`src/rtl/multicycle_adder.sv`:
```
// Chunk-serial add/subtract unit: ChunkBits per cycle with a carry register.
// Start/Busy/Done handshake; result and flags update only on completion.
module multicycle_adder #(
    parameter int NrOfBits  = 32,
    parameter int ChunkBits = 8
) (
    input  logic                Clock,
    input  logic                Reset,
    input  logic                Start,
    input  logic                Subtract,
    input  logic                CarryIn,
    input  logic [NrOfBits-1:0] DataA,
    input  logic [NrOfBits-1:0] DataB,
    output logic                Busy,
    output logic                Done,
    output logic [NrOfBits-1:0] Result,
    output logic                CarryOut,
    output logic                Overflow,
    output logic                Zero
);

    localparam int N    = NrOfBits / ChunkBits;
    localparam int CntW = (N > 1) ? $clog2(N) : 1;
    localparam int Msb  = NrOfBits - 1;

    typedef enum logic {
        IDLE,
        RUN
    } state_e;

    state_e              state_q, state_d;
    logic [CntW-1:0]     cnt_q, cnt_d;
    logic                carry_q, carry_d;
    logic [NrOfBits-1:0] a_q, a_d;
    logic [NrOfBits-1:0] b_q, b_d;
    logic [NrOfBits-1:0] acc_q, acc_d;
    logic [NrOfBits-1:0] res_q, res_d;
    logic                cout_q, cout_d;
    logic                ovf_q, ovf_d;
    logic                zero_q, zero_d;
    logic                done_q, done_d;

    logic [ChunkBits:0]  sum;
    int                  base;
    logic                last;

    // Next-state: operand capture on Start, one chunk per RUN cycle, commit on last chunk
    always_comb begin
        state_d = state_q;
        cnt_d   = cnt_q;
        carry_d = carry_q;
        a_d     = a_q;
        b_d     = b_q;
        acc_d   = acc_q;
        res_d   = res_q;
        cout_d  = cout_q;
        ovf_d   = ovf_q;
        zero_d  = zero_q;
        done_d  = 1'b0;
        base    = int'(cnt_q) * ChunkBits;
        last    = (cnt_q == CntW'(N - 1));
        sum     = {1'b0, a_q[base +: ChunkBits]}
                + {1'b0, b_q[base +: ChunkBits]}
                + {{ChunkBits{1'b0}}, carry_q};
        unique case (state_q)
            IDLE: begin
                if (Start) begin
                    state_d = RUN;
                    cnt_d   = '0;
                    a_d     = DataA;
                    b_d     = Subtract ? ~DataB : DataB;
                    carry_d = Subtract ? 1'b1 : CarryIn;
                end
            end
            RUN: begin
                acc_d[base +: ChunkBits] = sum[ChunkBits-1:0];
                carry_d = sum[ChunkBits];
                cnt_d   = cnt_q + 1'b1;
                if (last) begin
                    state_d = IDLE;
                    cnt_d   = '0;
                    res_d   = acc_d;
                    cout_d  = sum[ChunkBits];
                    ovf_d   = (a_q[Msb] == b_q[Msb]) && (acc_d[Msb] != a_q[Msb]);
                    zero_d  = (acc_d == '0);
                    done_d  = 1'b1;
                end
            end
            default: state_d = IDLE;
        endcase
    end

    // State and datapath registers with synchronous reset
    always_ff @(posedge Clock) begin
        if (Reset) begin
            state_q <= IDLE;
            cnt_q   <= '0;
            carry_q <= 1'b0;
            a_q     <= '0;
            b_q     <= '0;
            acc_q   <= '0;
            res_q   <= '0;
            cout_q  <= 1'b0;
            ovf_q   <= 1'b0;
            zero_q  <= 1'b0;
            done_q  <= 1'b0;
        end else begin
            state_q <= state_d;
            cnt_q   <= cnt_d;
            carry_q <= carry_d;
            a_q     <= a_d;
            b_q     <= b_d;
            acc_q   <= acc_d;
            res_q   <= res_d;
            cout_q  <= cout_d;
            ovf_q   <= ovf_d;
            zero_q  <= zero_d;
            done_q  <= done_d;
        end
    end

    assign Busy     = (state_q == RUN);
    assign Done     = done_q;
    assign Result   = res_q;
    assign CarryOut = cout_q;
    assign Overflow = ovf_q;
    assign Zero     = zero_q;

endmodule

```
`config.mk`:
```
export PLATFORM = sky130hd
export DESIGN_NAME = multicycle_adder
export DESIGN_NICKNAME = d
export VERILOG_FILES = /design/src/rtl/multicycle_adder.sv
export SDC_FILE = /design/constraint.sdc
export NUM_CORES = 1
export LEC_CHECK = 0
export BUFFER_PORTS_ARGS = -buffer_cell sky130_fd_sc_hd__buf_4
export CAP_MARGIN = 25
export CORE_AREA = 2 2 158 160
export DETAILED_ROUTE_END_ITERATION = 12
export DIE_AREA = 0 0 160 162
export PLACE_DENSITY = 0.43
export RECOVER_POWER = 100
export SLEW_MARGIN = 5
export SYNTH_ARGS = -nofsm -noshare
export SYNTH_HDL_FRONTEND = slang
export SYNTH_SLANG_ARGS = --single-unit
```
`constraint.sdc`:
```
create_clock -name Clock -period 6.45 [get_ports Clock]
set_input_delay 0.645 -clock Clock [delete_from_list [all_inputs] [get_ports Clock]]
set_output_delay 0.645 -clock Clock [all_outputs]
set_load 0.02 [all_outputs]
```
Word level (Yosys, flattened, before mapping):

Cells that the tools add are included.

* bits of input ports: 69
* output and inout port bits: 37
* bits in registers: 136
* logic and storage cells: 42

* reductions and logical operators: 5
* muxes and demuxes: 12
* bitwise operators: 2
* equal/unequal tests: 4
* add/sub/neg operators: 4
* shift-type cells: 4

Operators with widths (number)
* indexed part select 32 x 6 -> 8 bit: 2
* negator 5 -> 33 bit: 1
* variable shift 8 x 33 -> 32 bit, first input constant: 1
* indexed part select 8 x 33 -> 32 bit: 1
* bitwise mux 32 bit: 1
* logical NOT 32 bit: 1
* 2-to-1 mux 32 bit: 1
* inverter 32 bit: 1
* adder 8 x 8 -> 9 bit: 1
* adder 9 x 1 -> 9 bit: 1
* 2-to-1 mux 1 bit: 5
* 2-to-1 mux 2 bit: 2
* case mux 1 bit (2 select lines): 2
* case mux 2 bit (2 select lines): 1
* AND reduction 2 bit: 2
* adder 2 x 1 -> 2 bit, second input constant: 1
* == test 2 bit, second input constant: 1
* != test 2 bit, second input constant: 1
* OR reduction 2 bit: 1
* == test 1 bit: 1
* logical AND 1 bit: 1
* != test 1 bit: 1
* inverter 1 bit: 1

Logic depth before layout (Yosys ltp):

* depth in word-level cells: 7
* gate-level depth with buffers: 12
* mapped depth without buffers: 9

Worst setup path before layout:

Ideal clock, no wire load.

* path type: register -> register
* start: register cnt_q[0]
* end: register zero_q (netlist: Zero)
* data required time: 6.334 ns
* path buffers: 1
* clock period less this slack: 3.418 ns
* cell stages (with the launch flop): 11
* arrival time: 3.301 ns
* library setup time: 0.116 ns
* path slack: 3.032 ns
* cell sequence: dfxtp_1 buf_4 mux4_2 fa_1 fa_1 a21oi_1 a2bb2oi_1 a21oi_1 a211oi_1 o22ai_1 a41o_1

* longest elaborated chain between the ends: 6
* elaborated cells between the ends (all ways): 11
* classes of those cells: add/sub: 3; eq/ne: 1; shift: 4; mux: 1; reduce/logical: 2

Ends and longest elaborated chain
* from (decl): line 32 `logic [CntW-1:0] cnt_q, cnt_d;`
* from (signal assigned): line 109 `cnt_q <= cnt_d;`
* indexed part select 32 x 6 -> 8 bit (on tied branches): line 62, 63
* adder 8 x 8 -> 9 bit: line 63 `+ {1'b0, b_q[base +: ChunkBits]}`
* adder 9 x 1 -> 9 bit: line 64 `+ {{ChunkBits{1'b0}}, carry_q};`
* indexed part select 8 x 33 -> 32 bit: line 76 `acc_d[base +: ChunkBits] = sum[ChunkBits-1:0];`
* bitwise mux 32 bit: line 76
* logical NOT 32 bit: line 85 `zero_d = (acc_d == '0);`
* to (signal assigned): line 117 `zero_q <= zero_d;`
* to (decl): line 40 `logic zero_q, zero_d;`

Parallel ways exist; a longest one is shown, timed or not.
A chain may end at the register's enable or synchronous reset.

Final worst setup path:

* start: register cnt_q[0]
* end: register acc_q[30]

* longest elaborated chain between the ends: 5
* elaborated cells between the ends (all ways): 8
* classes of those cells: add/sub: 3; shift: 4; mux: 1

Ends and longest elaborated chain
* indexed part select 32 x 6 -> 8 bit (on tied branches): line 62, 63
* adder 8 x 8 -> 9 bit: line 63
* adder 9 x 1 -> 9 bit: line 64
* indexed part select 8 x 33 -> 32 bit: line 76
* bitwise mux 32 bit *: line 76
* to (signal assigned): line 101 `acc_q <= '0;`
* to (signal assigned): line 113 `acc_q <= acc_d;`
* to (decl): line 36 `logic [NrOfBits-1:0] acc_q, acc_d;`

Mark *: on every way between the ends. The rest lies on a longest branch, timed or not.

==> flow_summary.toml <==
[status]
status = "finished with violations"
violations = "capacitance limit, slew limit"

[timing]
rsz0062_at_grt = "no"
slew_viol_final = 101
maxSlewHeadroom_pct = -104
tns_ns = 0
setup_viol = 0
clock_skew_ns = 0.0127
post-route-period-util_pct = 72.8
hold_viol_final = 0
period_needed_ns = 4.70
timing.fmax_mhz = 213
worstMarginPinSlew_ns = 3.07

[route]
drcViolationCount = 0
routedWlPerCell_um = 16.7
routed_wl_mm = 18.4
ant_nets = 0
first_iter_violations = 328
vias = 5131
drt_first_pass_iters = 5
via_per_inst = 4.64

[worst_setup_path]
cp_slowest_cell = "clkbuf_1"
critical_path.cell_chain = "clkbuf_1 > mux4_2 > fa_1 > a21oi_1 > a2bb2oi_1 > a21oi_1 > a211oi_1 > a21oi_1 > a211oi_1"
crit_required_ns = 6.76
worstSetupPathType = "reg2reg"
worst-path-max-fanout = 23
crit_top_cell = "a21oi_1"
critPathLaunchType = "flip-flop"
critPathCaptureType = "flip-flop"
arrival_ns = 5.01
rr_startpoint = "cnt_q[0]"
crit_start = "cnt_q[0]"
path_delay_family = "compound AO/OA/AOI/OAI gates"
slowest_delay_ns = 1.07
worst-path-buf-inv = 1

[synth]
synth_edf_count = 0
synthArstFlopShare_pct = 0
synthTopCellsByArea = "dfxtp_1 (44%), a211oi_1 (6.2%), mux4_2 (5.8%)"
synth_common_cells = "dfxtp_1 (136), nand2_1 (96), nor2_1 (72)"
synth_area_mm2 = 0.00619
synth_fp_nets = 774
ys_seq_elements = 136
syn_inst = 690
seq_area_frac_synth_pct = 44.0
yosys.area.top_type = "dfxtp_1"
syn_avg_cell_area_um2 = 8.98
yosysMostFrequentCell = "dfxtp_1"
ys_warn_count = 0
synth_flop_cell = "dfxtp_1"
synth.distinct_cells = 60
synth_top_area_share_pct = 44.0

[cells_and_area]
final_area_mm2 = 0.00769
multi_input_area_mm2 = 0.00321
fill_cells = 2642
fin_util_pct = 31.9
area_delta_synth_final_pct = 24.2
layout-drive-gt1-share_pct = 16.4
regArea_mm2 = 0.00272
diodes = 0
fin_nets = 852

[clocking]
cts_root_buf = "clkbuf_16"
cts.sinks = 136
clk_path_buf_depth = 2
cts_setup_buffers = 0
cts.clk_slew.worst_paths_ns = 0.06
cts_tree = "built"
clk_latency_ns = 0.42
cts-resized-gates = 0
cts_buffers = 17
cts_htree_levels = 4
ctsHoldBuffers = 0

[placed_design]
portBuffers = 105
placed_area_mm2 = 0.00724
gp_congestion = 0.758
hpwl_mm = 13.1

[floorplanning]
die_h_um = 162
die-area_mm2 = 0.0259
ios = 106
die_x_um = 160
core_mm2 = 0.0241
num_rows = 57
start_util_pct = 25.7

[global_route]
grt_max_degree = 66
antenna_found_initial = 0
grt_pass1_wl_mm = 29.2
grt_pass1_vias = 5113
grt_overflow_total = 0
grtUsageTotal_pct = 14.5

[power_and_ir_drop]
power_density_mw_per_mm2 = 291
ir_drop_mv = 0.134
leakagePower_nw = 2.85

[run]
drv_cap = 2

[min_path]
min-delay-start = "CarryOut"
min_path_type = "reg2reg"
[cell families after synthesis]
| kind of cell | Yosys count | synth area share, % |
|---|---|---|
| simple gates | 223 | 16.1 |
| compound gates | 193 | 20.7 |
| mux | 20 | 6.46 |
| xor+xnor | 36 | 5.09 |
| flops | 136 | 44.0 |
| buf+inv | 67 | 4.42 |
| fa+ha+maj | 15 | 3.27 |
[path summary, 6_finish.rpt]
kind | to | cells past startpoint | slack [ns]
min reg2reg | CarryOut | 2 | 0.44
max reg2reg | acc_q[30] | 9 | 1.75
min | CarryOut | 2 | 0.44
max | acc_q[30] | 9 | 1.75
[power breakdown]
part	internal, mW	switching (mW)	leakage, nW
sequential	0.881	0.0261	1.11
clock	0.621	0.382	0.301
combinational	0.135	0.189	1.43
total	1.64	0.598	2.85
[per-layer routing]
metal / part of all wire, % / GRT usage [%]
met2: 47 / 23.3
met5: 0 / 0
met3: 4.4 / 3.40
met1: 48 / 19.7
met4: 0.69 / 3.77
[area by class of cell]
cell class	count	share of cell area, %
clock inverters	14	2.21
multi-input cells	487	41.7
well taps	324	5.27
clock buffers	18	5.71
flip-flops and latches	136	35.4
inverters	12	0.586
repair buffers	114	9.14
[tightest hold or removal path, stage by stage (launching register included)]
cell and delay [ns]:
dfxtp_1 0.31, nand2_1 0.05, nand2_1 0.04
[sequential cells by signal (all words and copies together), names as in the netlist]
register and cells:
Busy 1, CarryOut 1, Done 1, Overflow 1, Result 32, Zero 1
a_q 32, acc_q 32, b_q 32, carry_q 1, cnt_q 2
[stage by stage]
| stage | hold slack, ns | cells | setup WS (ns) | power (mW) |
|---|---|---|---|---|
| detailed placement | 0.439 | 1073 | 2.51 | 1.25 |
| global placement | 0.435 | 1073 | 2.56 | 1.25 |
| global route | 0.464 | 1105 | 1.20 | 2.34 |
| floorplan | 0.433 | 690 | 3.03 | 1.13 |
| CTS | 0.449 | 1105 | 2.47 | 2.27 |
| finish | 0.442 | 1105 | 1.75 | 2.23 |
[placed cells by master (no fill, tap or decap), types with 13 or more instances in the layout]
master / count
a211oi_1: 51
a21oi_1: 58
buf_4: 73
clkbuf_1: 40
clkbuf_16: 17
dfxtp_1: 136
ha_1: 13
mux4_2: 16
nand2_1: 96
nor2_1: 72
nor2b_1: 17
o21ai_0: 28
xnor2_1: 35
No activity file was read; power rests on OpenSTA's default activity.
